--- src/rtl/booth_pkg.sv ---
// Shared types and helpers for the sequential radix-4 Booth multiplier.
//   state_e : control FSM states
//   digit_e : radix-4 Booth digit {0, +1, +2, -1, -2}
//   recode  : 3-bit multiplier window (m[2k+1], m[2k], m[2k-1]) -> digit
package booth_pkg;

   typedef enum logic [1:0] {StIdle, StRun, StDone} state_e;

   typedef enum logic [2:0] {DigZero, DigP1, DigP2, DigM1, DigM2} digit_e;

   function automatic digit_e recode(input logic [2:0] win);
      digit_e d;
      case (win)
         3'b001, 3'b010: d = DigP1;
         3'b011:         d = DigP2;
         3'b100:         d = DigM2;
         3'b101, 3'b110: d = DigM1;
         default:        d = DigZero;   // 000 and 111
      endcase
      return d;
   endfunction

endpackage

--- src/rtl/booth_recoder.sv ---
// Combinational radix-4 Booth recoder.
//   window : in  3 bits, multiplier bits (m[2k+1], m[2k], m[2k-1])
//   digit  : out Booth digit for that window
module booth_recoder
   import booth_pkg::*;
(
   input  logic [2:0] window,
   output digit_e     digit
);

   assign digit = recode(window);

endmodule

--- src/rtl/booth_seq_mult.sv ---
// Iterative radix-4 Booth multiplier, one digit per cycle, valid/ready on both sides.
// Optional approximate mode zeroes the low APPROX_BITS columns of every partial product.
//   clk, rst      : clock, asynchronous active-high reset
//   in_valid      : in  operand pair offered
//   in_ready      : out idle, operands accepted when in_valid is high
//   multiplier    : in  WIDTH, Booth-recoded operand
//   multiplicand  : in  WIDTH, operand scaled by the digits
//   is_signed     : in  1 = two's complement operands, 0 = unsigned
//   approx        : in  1 = approximate mode
//   out_valid     : out product available
//   out_ready     : in  consumer accepts product
//   product       : out 2*WIDTH registered result, holds the last result until replaced
module booth_seq_mult
   import booth_pkg::*;
#(
   parameter int unsigned WIDTH       = 16,
   parameter int unsigned APPROX_BITS = 8
) (
   input  logic                 clk,
   input  logic                 rst,
   input  logic                 in_valid,
   output logic                 in_ready,
   input  logic [WIDTH-1:0]     multiplier,
   input  logic [WIDTH-1:0]     multiplicand,
   input  logic                 is_signed,
   input  logic                 approx,
   output logic                 out_valid,
   input  logic                 out_ready,
   output logic [2*WIDTH-1:0]   product
);

   localparam int unsigned EW   = WIDTH + 2;        // extended operand width
   localparam int unsigned AW   = 2 * WIDTH + 4;    // accumulator width
   localparam int unsigned NDIG = WIDTH / 2 + 1;    // Booth digits
   localparam int unsigned CW   = $clog2(NDIG);

   localparam logic [CW-1:0] LastDig = CW'(NDIG - 1);

   function automatic logic [AW-1:0] approx_mask();
      logic [AW-1:0] m;
      for (int unsigned i = 0; i < AW; i++) begin
         m[i] = (i >= APPROX_BITS);
      end
      return m;
   endfunction

   localparam logic [AW-1:0] ApproxMask = approx_mask();

   state_e              state_q, state_d;
   logic [EW:0]         mplier_q, mplier_d;   // {m_ext, m[-1]}, shifted right 2 per digit
   logic [AW-1:0]       mcand_q, mcand_d;     // multiplicand_ext * 4^k
   logic [AW-1:0]       acc_q, acc_d;
   logic [CW-1:0]       cnt_q, cnt_d;
   logic                approx_q, approx_d;
   logic [2*WIDTH-1:0]  product_q, product_d;

   logic                accept;
   logic                mr_sx, md_sx;
   digit_e              digit;
   logic [AW-1:0]       mcand_x2, term, term_m, acc_sum;

   booth_recoder u_recoder (
      .window (mplier_q[2:0]),
      .digit  (digit)
   );

   // State register
   always_ff @(posedge clk or posedge rst) begin
      if (rst) state_q <= StIdle;
      else     state_q <= state_d;
   end

   // Next-state logic
   always_comb begin
      state_d = state_q;
      unique case (state_q)
         StIdle:  if (in_valid)         state_d = StRun;
         StRun:   if (cnt_q == LastDig) state_d = StDone;
         StDone:  if (out_ready)        state_d = StIdle;
         default:                       state_d = StIdle;
      endcase
   end

   // Handshake outputs decoded from registered state only
   always_comb begin
      in_ready  = (state_q == StIdle);
      out_valid = (state_q == StDone);
   end

   assign accept  = in_valid & in_ready;
   assign mr_sx   = is_signed & multiplier[WIDTH-1];
   assign md_sx   = is_signed & multiplicand[WIDTH-1];
   assign product = product_q;

   // Partial product; the mask is applied after negation so the +1 is truncated too
   always_comb begin
      mcand_x2 = mcand_q << 1;
      term     = '0;
      unique case (digit)
         DigZero: term = '0;
         DigP1:   term = mcand_q;
         DigP2:   term = mcand_x2;
         DigM1:   term = -mcand_q;
         DigM2:   term = -mcand_x2;
         default: term = '0;
      endcase
      term_m  = approx_q ? (term & ApproxMask) : term;
      acc_sum = acc_q + term_m;
   end

   always_comb begin
      mplier_d  = mplier_q;
      mcand_d   = mcand_q;
      acc_d     = acc_q;
      cnt_d     = cnt_q;
      approx_d  = approx_q;
      product_d = product_q;
      if (accept) begin
         mplier_d = {{2{mr_sx}}, multiplier, 1'b0};
         mcand_d  = {{(AW - WIDTH){md_sx}}, multiplicand};
         acc_d    = '0;
         cnt_d    = '0;
         approx_d = approx;
      end else if (state_q == StRun) begin
         mplier_d = mplier_q >> 2;
         mcand_d  = mcand_q << 2;
         acc_d    = acc_sum;
         cnt_d    = cnt_q + 1'b1;
         if (cnt_q == LastDig) product_d = acc_sum[2*WIDTH-1:0];
      end
   end

   always_ff @(posedge clk or posedge rst) begin
      if (rst) begin
         mplier_q  <= '0;
         mcand_q   <= '0;
         acc_q     <= '0;
         cnt_q     <= '0;
         approx_q  <= 1'b0;
         product_q <= '0;
      end else begin
         mplier_q  <= mplier_d;
         mcand_q   <= mcand_d;
         acc_q     <= acc_d;
         cnt_q     <= cnt_d;
         approx_q  <= approx_d;
         product_q <= product_d;
      end
   end

endmodule

--- config.mk ---
export PLATFORM = sky130hd
export DESIGN_NAME = booth_seq_mult
export DESIGN_NICKNAME = d
export VERILOG_FILES = /design/src/rtl/booth_pkg.sv /design/src/rtl/booth_recoder.sv /design/src/rtl/booth_seq_mult.sv
export SDC_FILE = /design/constraint.sdc
export NUM_CORES = 1
export LEC_CHECK = 0
export CORE_MARGIN = 2
export CORE_UTILIZATION = 40
export DETAILED_ROUTE_END_ITERATION = 6
export HOLD_SLACK_MARGIN = 0.12
export PLACE_DENSITY_LB_ADDON = 0.3
export REMOVE_ABC_BUFFERS = 1
export SYNTH_ARGS = -nofsm -noshare
export SYNTH_HDL_FRONTEND = slang
export SYNTH_HIERARCHICAL = 1
export SYNTH_SLANG_ARGS = --single-unit
--- constraint.sdc ---
create_clock -name clk -period 8.3 [get_ports clk]
set_input_delay 1.245 -clock clk [delete_from_list [all_inputs] [get_ports clk]]
set_output_delay 1.245 -clock clk [all_outputs]
set_load 0.005 [all_outputs]
-- After elaboration in Yosys (flattened, before gate mapping)
Index checks and enable logic that the tools add are counted.
- register bits: 130
- input port bits: 38
- logic and storage cells: 52
- output and inout bits: 34
- equal/unequal tests: 16
- reduce and logical (&&, ||, !) cells: 6
- bitwise logic cells: 4
- mux-type cells: 15
- add/subtract/negate cells: 4
- operator list (operator ; count):
    36-bit two-way mux ; 4
    36-bit one-hot mux with 4 select lines ; 1
    36-bit negation ; 2
    19-bit two-way mux ; 2
    36-bit adder ; 1
    3-bit by 2-bit equality test with 1-bit output, second input constant ; 4
    3-bit equality test, second input constant ; 4
    3-bit one-hot mux with 4 select lines ; 1
    4-bit two-way mux ; 2
    8-bit two-way mux ; 1
    3-bit by 1-bit equality test with 1-bit output, second input constant ; 2
    2-bit two-way mux ; 3
    2-bit one-hot mux with 3 select lines ; 1
    3-bit AND reduction ; 2
    4-bit by 1-bit adder with 4-bit output, second input constant ; 1
    4-bit equality test, second input constant ; 1
    2-bit by 1-bit != test with 1-bit output, second input constant ; 2
    2-bit OR reduction ; 2
    1-bit AND ; 3
    2-bit by 1-bit equality test with 1-bit output, second input constant ; 1
    2-bit equality test, second input constant ; 1
    2-bit logical NOT ; 1
    2-bit != test, second input constant ; 1
    2-bit nonzero test ; 1
    1-bit inverter ; 1

-- Depth between registers and ports, before layout
- depth after elaboration: 9
- gate-level depth with buffers: 20
- depth with buffers taken out: 19

-- Modules after synthesis
Netlist, hierarchy kept.
- modules (own cells, without submodules) (module ; instances ; area each (µm²) ; cells an instance):
    booth_seq_mult ; 1 ; 8037.7 ; 964
    booth_recoder ; 1 ; 33.8 ; 4

-- Worst setup path before layout
OpenSTA, ideal clock, no wires.
- path type: register to register
- start point: register mcand_q[2]
- end point: register product_q[31] (netlist: product[31])
- data arrival time: 4400 ps
- clock period less this slack: 4476 ps
- setup time: 77 ps
- slack: 3824 ps
- cell stages (with the launch flop): 20
- buffers on the path: 3
- path through: dfrtp_1 > buf_6 > nor3_1 > nand4_2 > or3_1 > buf_2 > or3_1 > nor3_2 > nand2b_1 > xor2_1 > o22ai_1 > ha_1 > clkbuf_1 > and4_1 > a221o_1 > a41o_1 > a21oi_1 > o21ai_0 > xnor3_1 > o21ai_1
- longest elaborated chain between the ends: 4
- elaborated cells on any way between the ends: 5
- those cells by class: 3 x add/sub; 2 x mux
- ends and longest elaborated chain (element ; RTL line ; text):
    start, declared ; booth_seq_mult.sv:51 ; logic [AW-1:0] mcand_q, mcand_d;
    start signal, assigned ; booth_seq_mult.sv:143 ; mcand_q <= mcand_d;
    36-bit negation (on tied branches) ; booth_seq_mult.sv:103, booth_seq_mult.sv:104 ;
    36-bit one-hot mux with 4 select lines * ; booth_seq_mult.sv:99 ; unique case (digit)
    8-bit two-way mux ; booth_seq_mult.sv:107 ; term_m = approx_q ? (term & ApproxMask) : term;
    36-bit adder * ; booth_seq_mult.sv:108 ; acc_sum = acc_q + term_m;
    end signal, assigned ; booth_seq_mult.sv:147 ; product_q <= product_d;
    end, declared ; booth_seq_mult.sv:55 ; logic [2*WIDTH-1:0] product_q, product_d;
Every way passes the cells marked *; elsewhere a longest branch is shown, timed or not.
A chain may end at the register's enable or synchronous reset.

-- Final worst setup path
- start point: register mplier_q[1]
- end point: register acc_q[30]
- longest elaborated chain between the ends: 9
- elaborated cells on any way between the ends: 18
- those cells by class: 1 x add/sub; 10 x eq/ne; 5 x mux; 2 x reduce/logical
- ends and longest elaborated chain (element ; RTL line ; text):
    start, declared ; booth_seq_mult.sv:50 ; logic [EW:0] mplier_q, mplier_d;
    start signal, assigned ; booth_seq_mult.sv:142 ; mplier_q <= mplier_d;
    3-bit equality test (tied with other cells) ; booth_pkg.sv:13 ; case (win)
    2-bit OR reduction ; booth_pkg.sv:13 ;
    3-bit one-hot mux with 4 select lines * ; booth_pkg.sv:13 ;
    named net digit[0] ; booth_seq_mult.sv:59 ; digit_e digit;
    3-bit equality test (tied with other cells) ; booth_seq_mult.sv:99 ;
    36-bit one-hot mux with 4 select lines * ; booth_seq_mult.sv:99 ;
    8-bit two-way mux ; booth_seq_mult.sv:107 ;
    36-bit adder * ; booth_seq_mult.sv:108 ;
    36-bit two-way mux * ; booth_seq_mult.sv:124 ; end else if (state_q == StRun) begin
    36-bit two-way mux * ; booth_seq_mult.sv:118 ; if (accept) begin
    end signal, assigned ; booth_seq_mult.sv:137 ; acc_q <= '0;
    end signal, assigned ; booth_seq_mult.sv:144 ; acc_q <= acc_d;
    end, declared ; booth_seq_mult.sv:52 ; logic [AW-1:0] acc_q, acc_d;
Mark *: on every way through the listed nets, which the timed path passes. The rest lies on a longest branch. The select of a mux whose other input is x is not followed.

==> metrics.md <==
| Metric | Value |
|---|---|
| Slew at the pin with the worst max-slew slack | `0.932 ns` |
| Pins Over Slew Limit | `0` |
| Crit path buffers/inverters | `2` |
| Clock Path Buffers | `2` |
| Skew final | `0.00748 ns` |
| Syn Std Cell Area | `8070 um2` |
| Cts repair resizes | `0` |
| N_diodes | `0` |
| Status | `finished clean` |
| Die footprint | `21300 um2` |
| Max_cap viols | `0` |
| Fin worst setup slack | `2.43 ns` |
| Reg2reg path depth | `17` |
| Iteration-0 DRC Markers | `727` |
| Core ar. | `19700 um2` |
| Critical Path RT | `8.66 ns` |
| CTS tree | `done` |
| Cells after Synth | `968` |
| Reg clk slew, reported paths | `0.06 ns` |
| Fraction of layout cells with a size suffix above 1 | `6.73%` |
| Max Fclk | `170 MHz` |
| H-Tree Depth | `4` |
| Minimum clock period | `5.87 ns` |
| HP Class | `flip-flop to flip-flop` |
| Start point of the worst hold path | `product[8]` |
| Routed length per instance | `16.8 um` |
| # clock sinks | `121` |
| Slew Limit Headroom | `37.9%` |
| Number of global-route vias before repair | `6805` |
| Routed Antenna Nets | `0` |
| CP Cell Sequence | `xor2_2 -> buf_4 -> a21o_1 -> buf_4 -> nand2b_1 -> nor2_1 -> o21bai_1 -> a21oi_1 -> ha_1 -> nor2b_1 -> o211ai_1 -> a21oi_1 -> a22o_1 -> a211o_1 -> a311oi_1 -> or4b_2 -> nand3_1` |
| Crit-path slowest cell | `or4b_2` |
| Total negative setup slack | `0 ns` |
| Hold path depth | `2` |
| DRC | `0` |
| Number of synthesized flops with an enable pin | `0` |
| Final setup fails | `0` |
| Gr usage total | `20.5%` |
| Vias | `7175` |
| Hold EP | `product[8]` |
| Critical path's top delay family | `compound AO/OA/AOI/OAI gates` |
| Final net count | `1073` |
| R2R Path Start | `mplier_q[1]` |
| Final GP Congestion | `0.903` |
| CTS Root Cell | `clkbuf_16` |
| Synthesized area per cell | `8.34 um2` |
| Clk_lat worst skew | `0.42 ns` |
| Highest cell delay on the worst timing path | `0.66 ns` |
| Dpl ws | `2.56 ns` |
| Crit end category | `flip-flop` |
| Yosys cell types | `67` |
| # IOs | `72` |
| Largest net degree at the start of global routing | `74` |
| RSZ-0062 raised after global routing | `no` |
| Worst Setup Start Kind | `flip-flop` |
| Commonest non-fill, non-tap cells in the layout | `nand2_1 (165), dfrtp_1 (121), o21ai_0 (92)` |
| Commonest non-fill, non-tap cell in the layout | `nand2_1` |
| Synth Register Bits | `121` |
| Fin Hold WS | `0.470 ns` |
| Die Y-Extent | `146 um` |
| First-pass DRT Iterations | `5` |
| Post-DP HPWL | `14.5 mm` |
| Final Hold Fails | `0` |
| Via/cell ratio | `5.62` |
| Worst path arrival time | `6.23 ns` |
| Num CTS Buffers | `17` |
| Starting Density | `41.1%` |
| GR Overflow Total | `0` |
| Area Overhead vs Synth | `18.3%` |
| Flop2flop setup slack | `2.43 ns` |
| Placed Area | `8950 um2` |
| Initial antenna violation count | `0` |
| Chip Width | `146 um` |
| Wire length of the first global-routing pass | `35.8 mm` |
| FP Rows | `51` |
| Final instance area | `9550 um2` |
| Async S/R FF share, synth | `100%` |
| Total routed wirelength | `21.4 mm` |
| Post-CTS Setup Inserts | `0` |
| Hold bufs inserted after CTS | `0` |
| I/O Buffers | `71` |
| Crit Path Class | `flip-flop to flip-flop` |
| FF-to-FF End | `acc_q[30]` |
| Ys Warns | `6` |
| Worst-path fanout max | `31` |
| Register area share after synthesis | `37.5%` |
| Fin crit share | `70.7%` |
| Main synth FF type | `dfrtp_1` |
## cell usage after synthesis, drive strengths merged, types with 3 or more instances
library cell	n	area (um2)
nand3	26	130
nor2b	10	62.6
dfrtp	121	3030
mux2	7	78.8
a21o	14	105
clkbuf	63	238
a22o	17	149
o21ai	94	470
ha	34	425
nand2	165	619
inv	14	52.6
and2	8	50.1
nor3	17	95.1
a211o	4	35.0
nand4	5	37.5
a21oi	51	255
buf	7	43.8
and3	8	50.1
a31oi	6	37.5
o211ai	5	37.5
o21bai	3	22.5
a311oi	3	26.3
mux2i	3	30.0
a22oi	53	398
xnor2	27	236
nand2b	15	93.8
o22ai	17	106
or3	13	81.3
o21a	6	45.0
xor2	32	280
or4	7	60.1
nor3b	5	37.5
or2	3	18.8
nor4	4	55.1
nor2	66	248
o31ai	7	52.6
## cell families (layout without fill, tap and decap cells)
kind of cell	count (synthesis)	in the layout	synth area share, %
DFF	121	121	37.5
xor gates and xnor gates	60	60	6.68
muxes	10	10	1.35
AOI/OAI and AO/OA	300	300	23.8
buffers and inverters	84	127	4.14
adders and majority gates	35	35	5.52
and+or+nand+nor	358	358	21.0
## layout make-up
class | instances | area [um2]
inverter | 14 | 55.1
timing repair buffer | 83 | 801
clock buffer | 22 | 474
multi-input combinational | 763 | 4740
sequential | 121 | 3030
clock inverter | 8 | 120
tap | 265 | 332
fill | 1973 | 10100
## per-layer routing
layer  wire length (um)  vias to the layer above  GRT usage, %  part of all wire (%)
li1                   -                     3536             -                     -
met1              10400                     3389          29.7                    49
met2               9380                      213          30.8                    44
met3               1150                       37          3.88                   5.4
met4                475                        0          7.28                   2.2
met5                  0                        -             0                     0
## metrics by stage
step	utilization, %	std cells
4_1_cts	48.6	1276
6_report	48.6	1276
3_5_place_dp	45.6	1246
2_1_floorplan	-	898
5_1_grt	48.6	1276
3_3_place_gp	45.6	1246
## sequential cells by signal (all words and copies together), names as in the netlist
register and cells:
acc_q 32, approx_q 1, product 32, mplier_q 18
state_q 2, mcand_q 32, cnt_q 4
## worst max-delay path by stage
stage	start	endpoint	slack (ns)	cells past startpoint
2_1_floorplan	mplier_q[1]	acc_q[28]	2.61	15
3_3_place_gp	mplier_q[1]	acc_q[30]	2.69	17
3_5_place_dp	mplier_q[1]	acc_q[30]	2.56	17
4_1_cts	mplier_q[1]	product[30]	2.52	17
5_1_grt	mplier_q[1]	product[30]	1.95	17
6_report	mplier_q[1]	acc_q[30]	2.43	17
## tightest hold or removal path, stage by stage, from the launching register on
cell     delay, ns
dfrtp_1       0.34
nand2_1       0.05
nand2_1       0.05
Power is left out: the tool's default activity adds up to more than one toggle a clock period on the data nets, which glitch-free logic cannot reach.
